### config.mk
export PLATFORM = sky130hd
export DESIGN_NAME = process_scheduler
export DESIGN_NICKNAME = d
export VERILOG_FILES = /design/src/rtl/sched_pkg.sv /design/src/rtl/proc_table.sv /design/src/rtl/process_scheduler.sv
export SDC_FILE = /design/constraint.sdc
export NUM_CORES = 1
export LEC_CHECK = 0
export CAP_MARGIN = 0
export CORE_UTILIZATION = 64
export DETAILED_ROUTE_END_ITERATION = 8
export PLACE_DENSITY = 0.93
export SYNTH_ARGS = -nofsm -noshare
export SYNTH_HDL_FRONTEND = slang
export SYNTH_SLANG_ARGS = --single-unit
### constraint.sdc
create_clock -name clock -period 5.87 [get_ports clock]
set_input_delay 0.587 -clock clock [delete_from_list [all_inputs] [get_ports clock]]
set_output_delay 0.587 -clock clock [all_outputs]
set_load 0.03 [all_outputs]
### src/rtl/sched_pkg.sv
// sched_pkg: shared types and constants for the process scheduler.
//   NPROC       number of process-table entries (PID 0 is the OS)
//   PID_W       PID width, clog2(NPROC)
//   OS_IDLE_PC  PC loaded when no user process is READY
//   PID_OS      PID reserved for the OS, never scheduled
package sched_pkg;

  localparam int               NPROC      = 8;
  localparam int               PID_W      = $clog2(NPROC);
  localparam logic [31:0]      OS_IDLE_PC = 32'd0;
  localparam logic [PID_W-1:0] PID_OS     = '0;

  typedef enum logic [2:0] {
    ST_FREE,
    ST_READY,
    ST_RUNNING,
    ST_BLOCKED,
    ST_DONE
  } entry_st_t;

  typedef enum logic [1:0] {
    S_IDLE,
    S_SAVE,
    S_SCAN,
    S_LOAD
  } fsm_t;

  typedef enum logic [1:0] {
    EV_NONE,
    EV_FIM,
    EV_IO,
    EV_TROCA
  } event_t;

  // Round-robin successor; the OS slot is stepped over without costing a cycle.
  function automatic logic [PID_W-1:0] next_pid(input logic [PID_W-1:0] p);
    logic [PID_W-1:0] n;
    n = p + PID_W'(1);
    if (n == PID_OS) n = PID_OS + PID_W'(1);
    return n;
  endfunction

endpackage

### src/rtl/proc_table.sv
// proc_table: NPROC-entry register file holding state and saved PC per PID.
//   run_*   mark the newly loaded process RUNNING
//   save_*  write-back of the interrupted process (state, optional PC)
//   io_*    IO completion: BLOCKED -> READY
//   cr_*    process creation: FREE/DONE -> READY with a start PC
//   rd_*    combinational read by PID for the scan
module proc_table
  import sched_pkg::*;
(
  input  logic             clock,
  input  logic             reset,
  input  logic             run_en,
  input  logic [PID_W-1:0] run_pid,
  input  logic             save_en,
  input  logic [PID_W-1:0] save_pid,
  input  entry_st_t        save_st,
  input  logic             save_pc_en,
  input  logic [31:0]      save_pc,
  input  logic             io_en,
  input  logic [PID_W-1:0] io_pid,
  input  logic             cr_en,
  input  logic [PID_W-1:0] cr_pid,
  input  logic [31:0]      cr_pc,
  input  logic [PID_W-1:0] rd_pid,
  output entry_st_t        rd_st,
  output logic [31:0]      rd_pc
);

  entry_st_t   st_q [NPROC];
  entry_st_t   st_d [NPROC];
  logic [31:0] pc_q [NPROC];
  logic [31:0] pc_d [NPROC];

  // Writers are applied in order so the later one sees the earlier one's
  // result: a process blocked in SAVE and released by io_done in the same
  // cycle ends up READY.
  always_comb begin
    for (int i = 0; i < NPROC; i++) begin
      st_d[i] = st_q[i];
      pc_d[i] = pc_q[i];
      if (run_en && run_pid == PID_W'(i)) st_d[i] = ST_RUNNING;
      if (save_en && save_pid == PID_W'(i)) begin
        st_d[i] = save_st;
        if (save_pc_en) pc_d[i] = save_pc;
      end
      if (io_en && io_pid == PID_W'(i) && st_d[i] == ST_BLOCKED) st_d[i] = ST_READY;
      if (cr_en && cr_pid == PID_W'(i) && cr_pid != PID_OS &&
          (st_d[i] == ST_FREE || st_d[i] == ST_DONE)) begin
        st_d[i] = ST_READY;
        pc_d[i] = cr_pc;
      end
    end
  end

  always_ff @(posedge clock) begin
    if (reset) begin
      for (int i = 0; i < NPROC; i++) begin
        st_q[i] <= ST_FREE;
        pc_q[i] <= '0;
      end
    end else begin
      for (int i = 0; i < NPROC; i++) begin
        st_q[i] <= st_d[i];
        pc_q[i] <= pc_d[i];
      end
    end
  end

  assign rd_st = st_q[rd_pid];
  assign rd_pc = pc_q[rd_pid];

endmodule

### src/rtl/process_scheduler.sv
// process_scheduler: round-robin context switcher fed by the quantum counter.
//   troca_contexto / intrucaoIOContexto / fimProcesso  switch events
//   pc_processo_trocado  resume PC of the interrupted process
//   create_*, io_done_*  table updates, accepted in every state
//   pc_load/pc_next      one-cycle PC load towards fetch
//   processo_atual       running PID; busy stalls the CPU; sched_idle = OS idle
//
// state  | meaning
// S_IDLE | a process (or the OS idle loop) runs; waiting for a switch event
// S_SAVE | write back the interrupted process per the latched event
// S_SCAN | test one candidate PID per cycle for READY
// S_LOAD | pc_load pulse, selected PID marked RUNNING
module process_scheduler
  import sched_pkg::*;
(
  input  logic             clock,
  input  logic             reset,
  input  logic             troca_contexto,
  input  logic             intrucaoIOContexto,
  input  logic             fimProcesso,
  input  logic [31:0]      pc_processo_trocado,
  input  logic             create_valid,
  input  logic [PID_W-1:0] create_pid,
  input  logic [31:0]      create_pc,
  input  logic             io_done_valid,
  input  logic [PID_W-1:0] io_done_pid,
  output logic             pc_load,
  output logic [31:0]      pc_next,
  output logic [PID_W-1:0] processo_atual,
  output logic             busy,
  output logic             sched_idle
);

  fsm_t             state_q, state_d;
  event_t           ev_q, ev_d;
  logic [31:0]      saved_pc_q, saved_pc_d;
  logic [PID_W-1:0] scan_idx_q, scan_idx_d;
  logic [PID_W-1:0] scan_cnt_q, scan_cnt_d;
  logic [PID_W-1:0] cur_q, cur_d;
  logic             pc_load_q, pc_load_d;
  logic [31:0]      pc_next_q, pc_next_d;
  logic             busy_q, busy_d;
  logic             idle_q, idle_d;

  logic             save_en, save_pc_en, run_en;
  entry_st_t        save_st;
  entry_st_t        rd_st;
  logic [31:0]      rd_pc;

  always_comb begin
    state_d    = state_q;
    ev_d       = ev_q;
    saved_pc_d = saved_pc_q;
    scan_idx_d = scan_idx_q;
    scan_cnt_d = scan_cnt_q;
    cur_d      = cur_q;
    pc_load_d  = 1'b0;
    pc_next_d  = pc_next_q;
    busy_d     = busy_q;
    idle_d     = idle_q;
    save_en    = 1'b0;
    save_pc_en = 1'b0;
    save_st    = ST_READY;
    run_en     = 1'b0;
    case (state_q)
      S_IDLE: begin
        if (cur_q == PID_OS) begin
          // Nothing to save for the OS; a finish from it is meaningless.
          if (troca_contexto || intrucaoIOContexto) begin
            state_d    = S_SCAN;
            busy_d     = 1'b1;
            scan_idx_d = next_pid(PID_OS);
            scan_cnt_d = PID_W'(NPROC - 2);
          end
        end else if (fimProcesso || intrucaoIOContexto || troca_contexto) begin
          ev_d       = fimProcesso ? EV_FIM : (intrucaoIOContexto ? EV_IO : EV_TROCA);
          saved_pc_d = pc_processo_trocado;
          state_d    = S_SAVE;
          busy_d     = 1'b1;
        end
      end
      S_SAVE: begin
        save_en = 1'b1;
        case (ev_q)
          EV_FIM:  save_st = ST_DONE;
          EV_IO:   begin save_st = ST_BLOCKED; save_pc_en = 1'b1; end
          default: begin save_st = ST_READY;   save_pc_en = 1'b1; end
        endcase
        state_d    = S_SCAN;
        scan_idx_d = next_pid(cur_q);
        scan_cnt_d = PID_W'(NPROC - 2);
      end
      S_SCAN: begin
        // scan_cnt is a down-counter of remaining candidates; at zero the
        // current entry is the last one (the interrupted process itself).
        if (rd_st == ST_READY) begin
          state_d   = S_LOAD;
          cur_d     = scan_idx_q;
          pc_next_d = rd_pc;
          idle_d    = 1'b0;
          pc_load_d = 1'b1;
        end else if (scan_cnt_q == '0) begin
          state_d   = S_LOAD;
          cur_d     = PID_OS;
          pc_next_d = OS_IDLE_PC;
          idle_d    = 1'b1;
          pc_load_d = 1'b1;
        end else begin
          scan_cnt_d = scan_cnt_q - PID_W'(1);
          scan_idx_d = next_pid(scan_idx_q);
        end
      end
      S_LOAD: begin
        run_en  = (cur_q != PID_OS);
        state_d = S_IDLE;
        busy_d  = 1'b0;
      end
      default: state_d = S_IDLE;
    endcase
  end

  always_ff @(posedge clock) begin
    if (reset) begin
      state_q    <= S_IDLE;
      ev_q       <= EV_NONE;
      saved_pc_q <= '0;
      scan_idx_q <= '0;
      scan_cnt_q <= '0;
      cur_q      <= PID_OS;
      pc_load_q  <= 1'b0;
      pc_next_q  <= '0;
      busy_q     <= 1'b0;
      idle_q     <= 1'b1;
    end else begin
      state_q    <= state_d;
      ev_q       <= ev_d;
      saved_pc_q <= saved_pc_d;
      scan_idx_q <= scan_idx_d;
      scan_cnt_q <= scan_cnt_d;
      cur_q      <= cur_d;
      pc_load_q  <= pc_load_d;
      pc_next_q  <= pc_next_d;
      busy_q     <= busy_d;
      idle_q     <= idle_d;
    end
  end

  proc_table u_table (
    .clock      (clock),
    .reset      (reset),
    .run_en     (run_en),
    .run_pid    (cur_q),
    .save_en    (save_en),
    .save_pid   (cur_q),
    .save_st    (save_st),
    .save_pc_en (save_pc_en),
    .save_pc    (saved_pc_q),
    .io_en      (io_done_valid),
    .io_pid     (io_done_pid),
    .cr_en      (create_valid),
    .cr_pid     (create_pid),
    .cr_pc      (create_pc),
    .rd_pid     (scan_idx_q),
    .rd_st      (rd_st),
    .rd_pc      (rd_pc)
  );

  assign pc_load        = pc_load_q;
  assign pc_next        = pc_next_q;
  assign processo_atual = cur_q;
  assign busy           = busy_q;
  assign sched_idle     = idle_q;

endmodule

# After elaboration in Yosys (flattened, before gate mapping)
# Memory sizes are Yosys's and may differ from the RTL's. A register that Yosys moved wholly into a read port is not among the register bits.
# Index checks and enable logic that the tools add are counted.
[word_totals]
regBits = 80
ramBits = 280
input_bits = 77
output_inout_bits = 38
memories = 2
[mem_list]
columns = ["memory", "words", "width", "rd", "rd_ports_with_merged_regs", "wr", "line", "text"]
rows = [
  ["u_table.pc_q", 8, 32, 1, 1, 8, "proc_table.sv:31", "logic [31:0] pc_q [NPROC];"],
  ["u_table.st_q", 8, 3, 9, 1, 8, "proc_table.sv:29", "entry_st_t st_q [NPROC];"],
]
[op_classes]
add_sub_neg = 3
eq_ne = 66
muxes = 117
n_bitwise = 18
n_reduce_logical = 101
[op_table]
columns = ["operator", "count"]
rows = [
  ["32-bit 2-to-1 mux", 34],
  ["3-bit 2-to-1 mux", 57],
  ["3-bit equality test (second input constant)", 20],
  ["1-bit logical AND", 56],
  ["3-bit by 2-bit equality test with 1-bit output (second input constant)", 14],
  ["3-bit zero test", 14],
  ["3-bit != test (second input constant)", 11],
  ["3-bit AND reduction", 11],
  ["2-bit != test (second input constant)", 12],
  ["3-bit one-hot mux with 3 select lines", 2],
  ["1-bit bitwise OR", 16],
  ["1-bit 2-to-1 mux", 15],
  ["3-bit by 1-bit equality test with 1-bit output (second input constant)", 4],
  ["2-bit 2-to-1 mux", 6],
  ["1-bit logical OR", 11],
  ["3-bit nonzero test", 3],
  ["2-bit one-hot mux with 4 select lines", 1],
  ["3-bit by 1-bit adder with 3-bit output (second input constant)", 2],
  ["2-bit equality test (second input constant)", 3],
  ["3-bit one-hot mux with 2 select lines", 1],
  ["5-bit AND reduction", 1],
  ["2-bit by 1-bit equality test with 1-bit output (second input constant)", 2],
  ["2-bit nonzero test", 2],
  ["3-bit by 1-bit subtractor with 3-bit output (second input constant)", 1],
  ["other kinds (5)", 6],
]

# Logic depth before layout (Yosys ltp)
[logic_depth]
word_depth = 14
mapped_depth = 11

# Cells and area by module
# Synthesis repeated with hierarchy kept, for this count alone.
[hier_totals]
hier_cells = 1529
hier_area_um2 = 17899.7
[by_module_without_submodules]
columns = ["module", "n_inst", "cells_per_inst", "area_per_inst_um2"]
rows = [
  ["proc_table", 1, 1171, 14776.7],
  ["process_scheduler", 1, 358, 3123.0],
]

# Worst setup path before layout
# OpenSTA, ideal clock, no wires.
[synth_path]
kind = "register to register"
from = "reg cur_q[0], in the netlist processo_atual[0]"
to = "mem u_table.pc_q[3][0], enable pin"
setup_time_ns = 0.561
t_arrival_ns = 2.704
path_slack_ns = 2.605
path_stages_with_launch = 9
n_path_buf = 1
period_less_slack_ns = 3.265
path_cell_list = "dfxtp_1 inv_1 ha_1 nand2b_1 a21o_1 a21oi_1 o211ai_1 buf_2 nand3_1"
[synth_lines]
columns = ["item", "line", "text"]
rows = [
  ["start: declaration", "process_scheduler.sv:39", "logic [PID_W-1:0] cur_q, cur_d;"],
  ["start signal: assignment", "process_scheduler.sv:140", "cur_q <= cur_d;"],
  ["end: declaration", "proc_table.sv:31", ""],
]

==> out/results.ini <==
[sta]
grt_setup_unrepaired=no
number_of_failing_hold_endpoints_at_the_final_stage=0
final.period_utilization_pct=72.8
max_clock_freq_mhz=234
timing_max_transition_violations_final=0
worst_slew_margin_rel_pct=15.8
setup_total_negative_slack_ns=0
layout_min_cycle_time_ns=4.27
total_setup_violations_reported_at_the_end_of_the_flow=0
worst-slew-pin-transition_ns=1.26
worst_clock_skew_ns=0.0223

[critical_path]
slowest_delay_ns=1.10
worstSetupEndpointType=flip-flop
crit_path_start_kind=flip-flop
path_class=reg2reg
critical_path.max_fanout=34
crit_required_ns=5.75
timing.critical_path.slowest_stage_cell=sky130_fd_sc_hd__nand3_2
crit_arrival_ns=4.15
crit_chain=inv_1 > ha_1 > nand3_1 > nand2b_1 > nand4_1 > buf_4 > nand3_2

[detailed_routing]
route.layer.met1.wl_mm=16.8
wire_per_inst_um=26.2
met2RoutedLength_mm=23.9
met3RoutedLength_mm=6.02
drc=0
finalWirelength_mm=49.3
final_antenna_net_count=0
drt-vias-per-instance=7.11
drt_pre_antenna_iters=6
initialDrtViolationCount=1871
routed.top_layer=met4
vias=13400

[synth]
share_of_synthesized_flip_flops_with_an_asynchronous_set_or_reset_pct=0
synth-edff-count=256
synthesis.instances=1439
synthesis.area_per_instance_um2=12.2
synth_largest_area_cell=sky130_fd_sc_hd__edfxtp_1
most_instantiated_flip_flop_cell_in_the_synthesis_netlist=sky130_fd_sc_hd__edfxtp_1
synth.cells.most_frequent=sky130_fd_sc_hd__edfxtp_1 (256), sky130_fd_sc_hd__nand2_1 (217), sky130_fd_sc_hd__mux2i_1 (162)
post_synth_num_cell_types=71
fraction_of_synthesized_cell_area_taken_by_the_top_area_cell_type_pct=43.7
synth_seq_area_share_pct=55.8
synth.area.top_cells=sky130_fd_sc_hd__edfxtp_1 (44%), sky130_fd_sc_hd__dfxtp_1 (12%), sky130_fd_sc_hd__mux2i_1 (9.2%)
synthesis.yosys.warnings=0
synth_fp_nets=1532
netlist_area_um2=17600
synthMostInstantiatedCell=sky130_fd_sc_hd__edfxtp_1
synth-seq-cells=363

[clock_network]
cts_buffers=37
worst_setup_hold_path_clk_slew_ns=0.06
cts.root.buffer_cell=sky130_fd_sc_hd__clkbuf_16
cts.hold.buffers_added=0
tritoncts_clock_tree=yes
cts_resized=0
clockBufferDepth=3
number_of_clock_sinks=363
post_cts_setup_buffers=0
htree_depth=2
worst_skew_pair.late_latency_ns=0.54

[floorplanning]
design.die.area_um2=28200
initial_util_pct=65.3
placeableCoreArea_um2=27000
ioPinCount=115
die-height_um=168
die_span_in_x_um=168
core.rowCount=60

[grt]
grt_start_max_net_pins=79
initial_antenna_violation_count=0
first_global_vias=13400
groute.usage.overall_pct=35.2
grt_overflow_total=0
global_route_wire_length_before_repair_mm=75.4

[power_and_ir_drop]
cellPowerDensity_nw_per_um2=343
ir_drop_mv=0.272
total_leakage_power_uw=0.00758

[finish]
synthToLayoutAreaGrowth_pct=13.8
insertedDiodeCount=0
fill_cells=1541
area.sequential_um2=9840
area_of_combinational_cells_with_multiple_inputs_um2=7220
drive_above_1_share_pct=13.0
post_layout_nonfiller_instances=1882
final_net_count=1606

[placement]
placement.io_buffers=114
post-dp-hpwl_mm=27.2
dp_cells=1815
gpl.final_weighted_congestion=0.918

[run_status]
outcome=finished, final reports clean

[hold_path]
hp-class=reg2reg

[run]
maxCapViolations=0

-- cells in the final DEF, fill, tap and decap left out, types with 27 or more instances in the layout --
master                            count
sky130_fd_sc_hd__mux4_2              64
sky130_fd_sc_hd__o22ai_1            101
sky130_fd_sc_hd__nor2_1             117
sky130_fd_sc_hd__nand2_1            217
sky130_fd_sc_hd__clkbuf_16           37
sky130_fd_sc_hd__dfxtp_1            104
sky130_fd_sc_hd__clkdlybuf4s50_1    113
sky130_fd_sc_hd__buf_4               27
sky130_fd_sc_hd__and2_1              35
sky130_fd_sc_hd__mux2_2              32
sky130_fd_sc_hd__edfxtp_1           256
sky130_fd_sc_hd__mux2i_1            162
sky130_fd_sc_hd__a21oi_1             46
-- routing by layer --
metal	up-vias	track usage (%)
met5	-	0
met4	0	19.1
met3	247	5.83
met2	1202	58.4
met1	6387	44.6
li1	5552	-
-- final timing paths --
check / slack (ns) / to / depth (start not counted) / from
min reg2reg: 0.46 / pc_next[3]$_SDFFE_PP0P_ / 2 / pc_next[3]$_SDFFE_PP0P_
max: 1.60 / u_table.pc_q[6][30]$_SDFFCE_PP0P_ / 7 / state_q[1]$_SDFFE_PP0P_
max reg2reg: 1.60 / u_table.pc_q[6][30]$_SDFFCE_PP0P_ / 7 / state_q[1]$_SDFFE_PP0P_
min: 0.46 / pc_next[3]$_SDFFE_PP0P_ / 2 / pc_next[3]$_SDFFE_PP0P_
-- power by group --
part / internal [uW] / total [uW] / switching, uW
combinational: 662 / 1440 / 781
sequential: 2930 / 3120 / 187
clock: 1310 / 2310 / 1000
total: 4900 / 6860 / 1970
-- worst max-delay path, delay by kind of cell (launching register included) --
kind | cells | cell delay (ns)
buf+inv | 2 | 0.76
flops | 1 | 0.34
simple gates | 4 | 1.81
fa+ha+maj | 1 | 0.70
-- final cells by class --
| cell class | count | share of cell area [%] |
|---|---|---|
| Timing Repair Buffer | 140 | 6.66 |
| Clock inverter | 24 | 0.974 |
| Multi-Input combinational cell | 953 | 36.0 |
| Clock buffer | 43 | 4.78 |
| Tap cell | 341 | 2.13 |
| Inverter | 18 | 0.343 |
| Sequential cell | 363 | 49.1 |
-- registers in the layout, summed over array words and instances, names as in the netlist, 2 cells and up, named ones only --
register        count
ev_q                2
pc_next            32
processo_atual      3
saved_pc_q         32
scan_cnt_q          3
scan_idx_q          3
state_q             2
u_table.pc_q      256
u_table.st_q       24
-- cells by family (layout without fill, tap and decap cells) --
kind of cell               Yosys count  after routing  share of synthesized area [%]
muxes                              258            258                           19.4
adders and majority gates           16             16                           1.14
DFF                                363            363                           55.8
buffers and inverters              123            225                           3.43
and+or+nand+nor                    455            455                           11.8
xor gates and xnor gates             1              1                         0.0497
AOI/OAI and AO/OA                  223            223                           8.36
-- metrics by stage --
step                utilization (%)  hold WS, ns  setup WS [ns]  instance area (um^2)  total power, uW
finish                         74.3        0.459           1.60                 20000             6860
global route                   74.3        0.478           1.49                 20000             7060
CTS                            74.3        0.463           1.80                 20000             6830
detailed placement             70.1        0.454           1.90                 18900             4550
global placement               70.1        0.446           2.02                 18900             4500
floorplan                         -        0.445           2.60                 17600             4170
(Power assumes the default switching activity.)
